===== src/rtl/nn_fixed_pkg.sv =====
// Shared fixed-point definitions for the LSTM activation path: default widths,
// the sigmoid lookup table and the Q-format typedefs used around it.
package nn_fixed_pkg;

  localparam int NN_DATA_WIDTH   = 8;
  localparam int NN_ADDR_WIDTH   = 4;
  localparam int LUT_DEPTH       = 16;
  localparam int LUT_ENTRY_WIDTH = 8;

  typedef logic [LUT_ENTRY_WIDTH-1:0] lut_entry_t;

  // Q3.4 pre-activation in, sigmoid scaled by 16 out (0..15).
  typedef logic signed [NN_DATA_WIDTH-1:0] q3_4_t;
  typedef logic        [NN_DATA_WIDTH-1:0] q0_4_t;
  typedef logic        [NN_ADDR_WIDTH-1:0] lut_addr_t;

  // Indexed by the two's-complement bucket: 0..7 cover x >= 0, 8..15 cover x < 0.
  localparam lut_entry_t SIGMOID_LUT [LUT_DEPTH] = '{
    8'd8,  8'd11, 8'd14, 8'd15, 8'd15, 8'd15, 8'd15, 8'd15,
    8'd0,  8'd0,  8'd0,  8'd0,  8'd0,  8'd0,  8'd1,  8'd4
  };

endpackage


===== src/rtl/sigmoid_lut.sv =====
// Combinational sigmoid table read: returns the entry for the bucket and the
// entry of the next-higher bucket in value order. Bucket -1 (all ones) steps
// up to bucket 0; the most positive bucket has no successor and repeats itself.
module sigmoid_lut
  import nn_fixed_pkg::*;
#(
  parameter int DATA_WIDTH = NN_DATA_WIDTH,
  parameter int ADDR_WIDTH = NN_ADDR_WIDTH
) (
  input  logic [ADDR_WIDTH-1:0] addr,
  output logic [DATA_WIDTH-1:0] base,
  output logic [DATA_WIDTH-1:0] next_data
);

  localparam logic [ADDR_WIDTH-1:0] ADDR_TOP_POS = {1'b0, {(ADDR_WIDTH-1){1'b1}}};
  localparam logic [ADDR_WIDTH-1:0] ADDR_NEG_ONE = '1;

  logic [ADDR_WIDTH-1:0] next_addr;

  // Pick the neighbour bucket: wrap -1 -> 0, saturate at the top positive bucket.
  always_comb begin
    next_addr = addr + ADDR_WIDTH'(1);
    if (addr == ADDR_NEG_ONE) begin
      next_addr = '0;
    end else if (addr == ADDR_TOP_POS) begin
      next_addr = addr;
    end
  end

  // Table lookups for both interpolation endpoints.
  always_comb begin
    base      = DATA_WIDTH'(SIGMOID_LUT[addr]);
    next_data = DATA_WIDTH'(SIGMOID_LUT[next_addr]);
  end

endmodule


===== src/rtl/sigmoid_lut_interpolator.sv =====
// Sigmoid activation for the LSTM gates: addresses the LUT with the upper bits
// of the pre-activation and linearly interpolates with the lower bits.
// Two-stage valid/ready pipeline with full backpressure.
//
// Pipeline occupancy is carried by the two valid bits only:
//   state   | meaning
//   empty   | s1_valid=0, out_valid=0: nothing in flight
//   s1      | s1_valid=1, out_valid=0: LUT pair captured, result next edge
//   s2      | s1_valid=0, out_valid=1: result presented, stage 1 free
//   s1+s2   | s1_valid=1, out_valid=1: full; in_ready follows out_ready
module sigmoid_lut_interpolator
  import nn_fixed_pkg::*;
#(
  parameter int DATA_WIDTH = NN_DATA_WIDTH,
  parameter int ADDR_WIDTH = NN_ADDR_WIDTH
) (
  input  logic                  clk,
  input  logic                  rst,
  input  logic                  in_valid,
  output logic                  in_ready,
  input  logic [DATA_WIDTH-1:0] in_x,
  output logic                  out_valid,
  input  logic                  out_ready,
  output logic [DATA_WIDTH-1:0] out_y
);

  localparam int FRAC_WIDTH = DATA_WIDTH - ADDR_WIDTH;
  localparam int DIFF_WIDTH = DATA_WIDTH + 1;
  // Signed diff times (frac with a zero sign bit) fits exactly in this width.
  localparam int PROD_WIDTH = DIFF_WIDTH + FRAC_WIDTH + 1;

  logic [ADDR_WIDTH-1:0] lut_addr;
  logic [FRAC_WIDTH-1:0] in_frac;
  logic [DATA_WIDTH-1:0] lut_base;
  logic [DATA_WIDTH-1:0] lut_next;

  logic                  s1_valid;
  logic [DATA_WIDTH-1:0] s1_base;
  logic [DATA_WIDTH-1:0] s1_next;
  logic [FRAC_WIDTH-1:0] s1_frac;

  logic s2_adv;
  logic s1_adv;
  logic accept;

  logic signed [DIFF_WIDTH-1:0] diff;
  logic signed [PROD_WIDTH-1:0] prod;
  logic        [DATA_WIDTH-1:0] y;

  assign lut_addr = in_x[DATA_WIDTH-1 -: ADDR_WIDTH];
  assign in_frac  = in_x[FRAC_WIDTH-1:0];

  sigmoid_lut #(
    .DATA_WIDTH (DATA_WIDTH),
    .ADDR_WIDTH (ADDR_WIDTH)
  ) u_lut (
    .addr      (lut_addr),
    .base      (lut_base),
    .next_data (lut_next)
  );

  // Handshake: stage 2 moves when empty or drained; in_ready never looks at in_valid.
  always_comb begin
    s2_adv   = !out_valid || out_ready;
    s1_adv   = s1_valid && s2_adv;
    in_ready = !s1_valid || s2_adv;
    accept   = in_valid && in_ready;
  end

  // Interpolation: base + floor((next - base) * frac / 2^FRAC_WIDTH).
  // The result lies between base and next, so truncation to DATA_WIDTH is exact.
  always_comb begin
    diff = DIFF_WIDTH'($signed(s1_next)) - DIFF_WIDTH'($signed(s1_base));
    prod = PROD_WIDTH'(diff) * PROD_WIDTH'($signed({1'b0, s1_frac}));
    y    = s1_base + DATA_WIDTH'(prod >>> FRAC_WIDTH);
  end

  // Stage 1: capture the LUT pair and fraction on accept, empty when advanced.
  always_ff @(posedge clk or posedge rst) begin
    if (rst) begin
      s1_valid <= 1'b0;
      s1_base  <= '0;
      s1_next  <= '0;
      s1_frac  <= '0;
    end else if (accept) begin
      s1_valid <= 1'b1;
      s1_base  <= lut_base;
      s1_next  <= lut_next;
      s1_frac  <= in_frac;
    end else if (s1_adv) begin
      s1_valid <= 1'b0;
    end
  end

  // Stage 2: output register, held stable while downstream stalls.
  always_ff @(posedge clk or posedge rst) begin
    if (rst) begin
      out_valid <= 1'b0;
      out_y     <= '0;
    end else if (s2_adv) begin
      out_valid <= s1_valid;
      if (s1_valid) begin
        out_y <= y;
      end
    end
  end

endmodule


===== config.mk =====
export PLATFORM = sky130hd
export DESIGN_NAME = sigmoid_lut_interpolator
export DESIGN_NICKNAME = d
export VERILOG_FILES = /design/src/rtl/nn_fixed_pkg.sv /design/src/rtl/sigmoid_lut.sv /design/src/rtl/sigmoid_lut_interpolator.sv
export SDC_FILE = /design/constraint.sdc
export NUM_CORES = 1
export LEC_CHECK = 0
export CELL_PAD_IN_SITES_DETAIL_PLACEMENT = 0
export CELL_PAD_IN_SITES_GLOBAL_PLACEMENT = 1
export CORE_UTILIZATION = 47
export CTS_BUF_LIST = sky130_fd_sc_hd__clkbuf_4 sky130_fd_sc_hd__clkbuf_8
export DETAILED_ROUTE_END_ITERATION = 10
export PLACE_DENSITY = 0.82
export SLEW_MARGIN = 5
export SYNTH_ARGS = -nofsm -noshare
export SYNTH_HDL_FRONTEND = slang
export SYNTH_SLANG_ARGS = --single-unit

===== constraint.sdc =====
create_clock -name clk -period 7 [get_ports clk]
set_input_delay 1.05 -clock clk [delete_from_list [all_inputs] [get_ports clk]]
set_output_delay 1.05 -clock clk [all_outputs]
set_load 0.02 [all_outputs]

==> metrics, run 1 <==
setup violators final 0; data required time of the critical path 7.15 ns; crit end category flop; Initial Util 0.497; dpl hpwl 3930 um; RSZ-0062 raised after global routing false; die area 5840 um^2; syn_nets 352; post-synthesis sequential area ratio 0.211; MaxCap Viol Count 0; clk_lat worst skew 0.27 ns; WP data arrival 5.58 ns; Worst Hold Path Cells 2; initial antenna violation count 0; Worst Skew 0.00434 ns; fin crit share 0.776; PortBufs 21; Slew Limit Fails 0; Inserted Clock Buffers 3; Ports 22; remaining global-route overflow 0; DR WL/cell 12.1 um; largest net degree at the start of global routing 23; vias per cell 5.03; Mapped Cells 290; DR DRC count 0; Resize count post-CTS 0; reg2reg start s1_base[1]; post-synth cell types 52; nets 372; GPL Wtd Cong 0.823; Synth Area per Inst 8.98 um^2; run status completed; CTS Buffer Depth 2; worst rel slew slack 0.462; hold_sp out_y[0]; Site Rows 26; CP Launch Type flop; Max Clk Rate 184 MHz; Tmin final 5.43 ns; YS warnings 0; Hold WC Path Type flop to flop; ant diodes 0; CTS clk-pin slew, worst paths 0.08 ns; crit-path max FO 4; worst setup path category flop to flop; layout cells sized above 1 0.0680; via count 1907; Register-to-Register Setup Slack 1.57 ns; Reg2Reg Depth 21; die height 76.5 um; Post-synth EDFFs 0; Critical Path Start s1_base[1]; total core area 5240 um^2; clock sink count 22; first-pass GRT wire length 7960 um; WL final 4580 um; Initial DRT Pass Iterations 5; Worst-Margin Slew 0.806 ns; RR Endpoint out_y[5]; Seq cells post-synth 22; total track usage 0.168; Setup Fix Bufs, Post-CTS 0; vias in the first global route 1763; CTS tree built; area of the mapped netlist 2600 um^2; number of fill cells in the layout 500; Worst Hold Endpoint out_y[0]; top_reg_cell synth dfrtp_1; Starting DRT DRC Count 59; H-tree depth 1; P&R area growth vs syn 12.7%; Final Hold Fails 0; Routed Antenna Nets 0; Horiz. Die Dim 76.5 um; root buffer cell clkbuf_8; Setup TNS 0 ns; async set-reset flop share out of synthesis 1.00; number of hold buffers added after cts 0
[critical path: stages (launching register included)]
cell and delay (ns):
dfrtp_1 0.43, inv_1 0.11, ha_1 0.29, a21o_1 0.15, a21oi_1 0.21, fa_1 0.49, nor2b_1 0.14, ha_1 0.25
fa_1 0.50, inv_1 0.05, fa_1 0.52, inv_1 0.04, ha_1 0.35, nand4_2 0.15, o221a_2 0.31, xnor2_1 0.14
ha_1 0.33, a21oi_1 0.10, o21bai_1 0.26, a21boi_1 0.26, o21a_1 0.15, o211ai_1 0.09
[cell usage after synthesis, drive strengths merged (2+ instances only)]
cell,number,area (um^2)
nand2b,5,31.3
and3,2,12.5
and2,17,106
dfrtp,22,551
nand4,3,25.0
ha,32,400
a31oi,2,12.5
o21a,2,16.3
nand3,2,10.0
nand2,28,105
mux2,5,56.3
nor3,3,15.0
o21bai,2,15.0
o211ai,3,22.5
inv,51,191
xnor2,13,114
a21o,6,46.3
a211o,2,17.5
nor2b,4,25.0
a21oi,14,73.8
o21ai,16,83.8
xor2,3,33.8
nor2,8,30.0
buf,2,22.5
a211oi,4,40.0
fa,18,360
clkbuf,4,15.0
[per-layer routing]
| metal | track usage | share of wire | vias up | wire length (um) |
|---|---|---|---|---|
| li1 | - | - | 1007 | - |
| met1 | 0.232 | 0.51 | 878 | 2340 |
| met2 | 0.275 | 0.46 | 18 | 2120 |
| met3 | 0.0287 | 0.018 | 4 | 83 |
| met4 | 0.0385 | 0.0079 | 0 | 36 |
| met5 | 0 | 0 | - | 0 |
[worst max path at each step]
| stage | end | slack [ns] | depth (start not counted) |
|---|---|---|---|
| after floorplan | out_y[5] | 1.90 | 21 |
| after global placement | out_y[5] | 1.67 | 21 |
| after detailed placement | out_y[5] | 1.59 | 21 |
| after CTS | out_y[5] | 1.56 | 21 |
| after global routing | out_y[5] | 1.26 | 21 |
| final | out_y[5] | 1.57 | 21 |
[registers in the layout (all words and copies together), names as in the netlist]
register   flops
out_valid      1
s1_base        4
out_y          8
s1_frac        4
s1_valid       1
s1_next        4
[cell usage in the layout, fill, tap and decap left out, types with 2 or more instances in the layout]
master           instances
a211oi_1                 2
ha_1                    32
nor3_1                   3
xnor2_1                 13
nor2b_1                  4
a21oi_1                 13
mux2_2                   5
xor2_1                   2
o21bai_1                 2
fa_1                    18
nand2b_1                 5
nand3_1                  2
and3_1                   2
o21ai_1                  2
o21ai_0                 13
a211o_1                  2
a211oi_2                 2
clkbuf_8                 3
nand4_1                  2
inv_1                   51
nand2_1                 28
a21o_1                   5
clkdlybuf4s50_1         21
a31oi_1                  2
nor2_1                   8
o211ai_1                 3
dfrtp_1                 22
and2_1                  17
[layout make-up]
class | instances | area, um^2 | area share
sequential | 22 | 551 | 0.187
multi-input combinational | 211 | 1830 | 0.622
timing repair buffer | 21 | 210 | 0.0716
inverter | 51 | 191 | 0.0652
clock inverter | 1 | 30.0 | 0.0102
tap | 70 | 87.6 | 0.0298
clock buffer | 3 | 41.3 | 0.0141
[cell families after synthesis]
group,Yosys count,share of synthesized area
DFF,22,0.211
adders and majority gates,50,0.292
xor gates and xnor gates,16,0.0567
and+or+nand+nor,76,0.157
buffers and inverters,57,0.0879
AOI/OAI and AO/OA,64,0.174
muxes,5,0.0216
[stage by stage]
step | instance area (um^2) | instances | hold WS, ns | util | setup slack, ns
after floorplan | 2610 | 290 | 0.450 | - | 1.90
after global placement | 2870 | 375 | 0.459 | 0.547 | 1.67
after detailed placement | 2870 | 375 | 0.462 | 0.547 | 1.59
after CTS | 2940 | 379 | 0.483 | 0.561 | 1.56
after global routing | 2940 | 379 | 0.512 | 0.561 | 1.26
final | 2940 | 379 | 0.475 | 0.561 | 1.57
Power of run 1 is not shown: default switching activity piles up to over one toggle a cycle in this logic, so the estimate is an artifact.
==> run 2, diff against run 1 <==
==> constraint.sdc (replaced) <==
create_clock -name clk -period 5.4 [get_ports clk]
set_input_delay 0.81 -clock clk [delete_from_list [all_inputs] [get_ports clk]]
set_output_delay 0.81 -clock clk [all_outputs]
set_load 0.02 [all_outputs]
==> metrics, run 2 (synthesized netlist as in run 1, its figures left out) <==
run status completed (unchanged); slowest CP cell fa_1 (unchanged); Final Hold Fails 0 (unchanged); crit-path max cell delay 0.53 ns (was 0.52 ns); crit end category flop (unchanged); largest net degree at the start of global routing 23 (unchanged); WL final 4930 um (was 4580 um); WP data arrival 5.34 ns (was 5.58 ns); CTS clk-pin slew, worst paths 0.09 ns (was 0.08 ns); die height 76.5 um (unchanged); RSZ-0062 raised after global routing false (unchanged); fin crit share 0.955 (was 0.776); CP Cell Sequence ha_1, a21o_1, a21oi_2, fa_1, nor2b_1, ha_1, fa_1, inv_1, fa_1, inv_1, ha_4, nand4_4, o221a_4, xnor2_1, ha_1, a21oi_2, o21bai_2, a21boi_2, o21a_1, o211ai_1 (was inv_1, ha_1, a21o_1, a21oi_1, fa_1, nor2b_1, ha_1, fa_1, inv_1, fa_1, inv_1, ha_1, nand4_2, o221a_2, xnor2_1, ha_1, a21oi_1, o21bai_1, a21boi_1, o21a_1, o211ai_1); CP bufs+invs 2 (was 3); Horiz. Die Dim 76.5 um (unchanged); via count 1988 (was 1907); Hold WC Path Type flop to flop (unchanged); H-tree depth 1 (unchanged); layout cells sized above 1 0.106 (was 0.0680); Tmin final 5.16 ns (was 5.43 ns); vias in the first global route 1899 (was 1763); vias per cell 5.20 (was 5.03); data required time of the critical path 5.58 ns (was 7.15 ns); crit-path max FO 4 (unchanged); total track usage 0.188 (was 0.168); P&R area growth vs syn 16.3% (was 12.7%); Site Rows 26 (unchanged); remaining global-route overflow 0 (unchanged); total core area 5240 um^2 (unchanged); DR DRC count 0 (unchanged); Max Clk Rate 194 MHz (was 184 MHz); root buffer cell clkbuf_8 (unchanged); highest-count cells in the layout ignoring fill and taps inv_1, ha_1, nand2_1 (unchanged); MaxCap Viol Count 0 (unchanged); ant diodes 0 (unchanged); DR WL/cell 12.9 um (was 12.1 um); die area 5840 um^2 (unchanged); nets 375 (was 372); dpl hpwl 4040 um (was 3930 um); worst setup path category flop to flop (unchanged); Initial Util 0.497 (unchanged); clk_lat worst skew 0.26 ns (was 0.27 ns); PortBufs 21 (unchanged); CTS tree built (unchanged); Initial DRT Pass Iterations 4 (was 5); worst rel slew slack 0.438 (was 0.462); Routed Antenna Nets 0 (unchanged); number of hold buffers added after cts 0 (unchanged); cell family with most CP delay adder cells (unchanged); Ports 22 (unchanged); initial antenna violation count 0 (unchanged); GPL Wtd Cong 0.803 (was 0.823); Starting DRT DRC Count 119 (was 59); CTS Buffer Depth 2 (unchanged); first-pass GRT wire length 8920 um (was 7960 um); CP Launch Type flop (unchanged); max reg flops 8 (unchanged); Inserted Clock Buffers 3 (unchanged); Setup TNS 0 ns (unchanged); Slew Limit Fails 0 (unchanged); Worst-Margin Slew 0.843 ns (was 0.806 ns); commonest non-fill, non-tap cell in the layout inv_1 (unchanged); clock sink count 22 (unchanged); setup violators final 0 (unchanged); Biggest register out_y (unchanged); Worst Skew 0.00479 ns (was 0.00434 ns)
## run 2: cell types whose count changed in the layout (fill, tap and decap cells not counted), moves of 2 or more
cell     previous run  this run
a21oi_2             1         4
buf_4               0         3
a21oi_1            13        10
ha_1               32        30
## run 2: cell type report
cell class | count | area [um^2]
clock buffers | 3 | 41.3
clock inverters | 1 | 30.0
fillers | 484 | 2210
inverters | 51 | 191
multi-input cells | 211 | 1900
flip-flops and latches | 22 | 551
well taps | 70 | 87.6
repair buffers | 24 | 233
## run 2: worst register-to-register path, delay by kind of cell (launching register included)
kind | cells | cell delay (ns)
buf+inv | 2 | 0.12
compound gates | 8 | 1.45
simple gates | 2 | 0.27
xor+xnor | 1 | 0.12
flops | 1 | 0.43
fa+ha+maj | 7 | 2.68
## run 2: per-layer routing
layer / track usage / vias up / wire length [um]
li1: - / 1011 / -
met1: 0.263 / 933 / 2420
met2: 0.305 / 38 / 2350
met3: 0.0299 / 6 / 117
met4: 0.0442 / 0 / 49
met5: 0 / - / 0
## run 2: stage by stage
stage	instances	setup slack (ns)	instance area, um^2	util	hold slack (ns)
2_1_floorplan	290	0.303	2610	-	0.450
3_3_place_gp	376	0.169	2870	0.548	0.459
3_5_place_dp	376	0.0889	2870	0.548	0.462
4_1_cts	380	0.0600	2940	0.562	0.484
5_1_grt	382	0.00372	3030	0.578	0.515
6_report	382	0.243	3030	0.578	0.476
## run 2: worst paths after layout
| check | from | to | slack [ns] | cells after the start |
|---|---|---|---|---|
| max in group asynchronous | rst | out_y[3] | 3.87 | 2 |
| worst min-delay path | out_y[1] | out_y[1] | 0.48 | 2 |
| worst max register to register | s1_next[1] | out_y[5] | 0.24 | 20 |
| worst max-delay path | s1_next[1] | out_y[5] | 0.24 | 20 |
| worst min register to register | out_y[1] | out_y[1] | 0.48 | 2 |
| min in group asynchronous | rst | s1_base[0] | 1.01 | 2 |
## run 2: timing repair
action                                 CTS  global route
setup endpoints to repair                0             4
setup buffers                            0             2
resized for setup                        0            13
endpoints found under the hold margin    0             0
Power of run 2 is left out for the same reason.
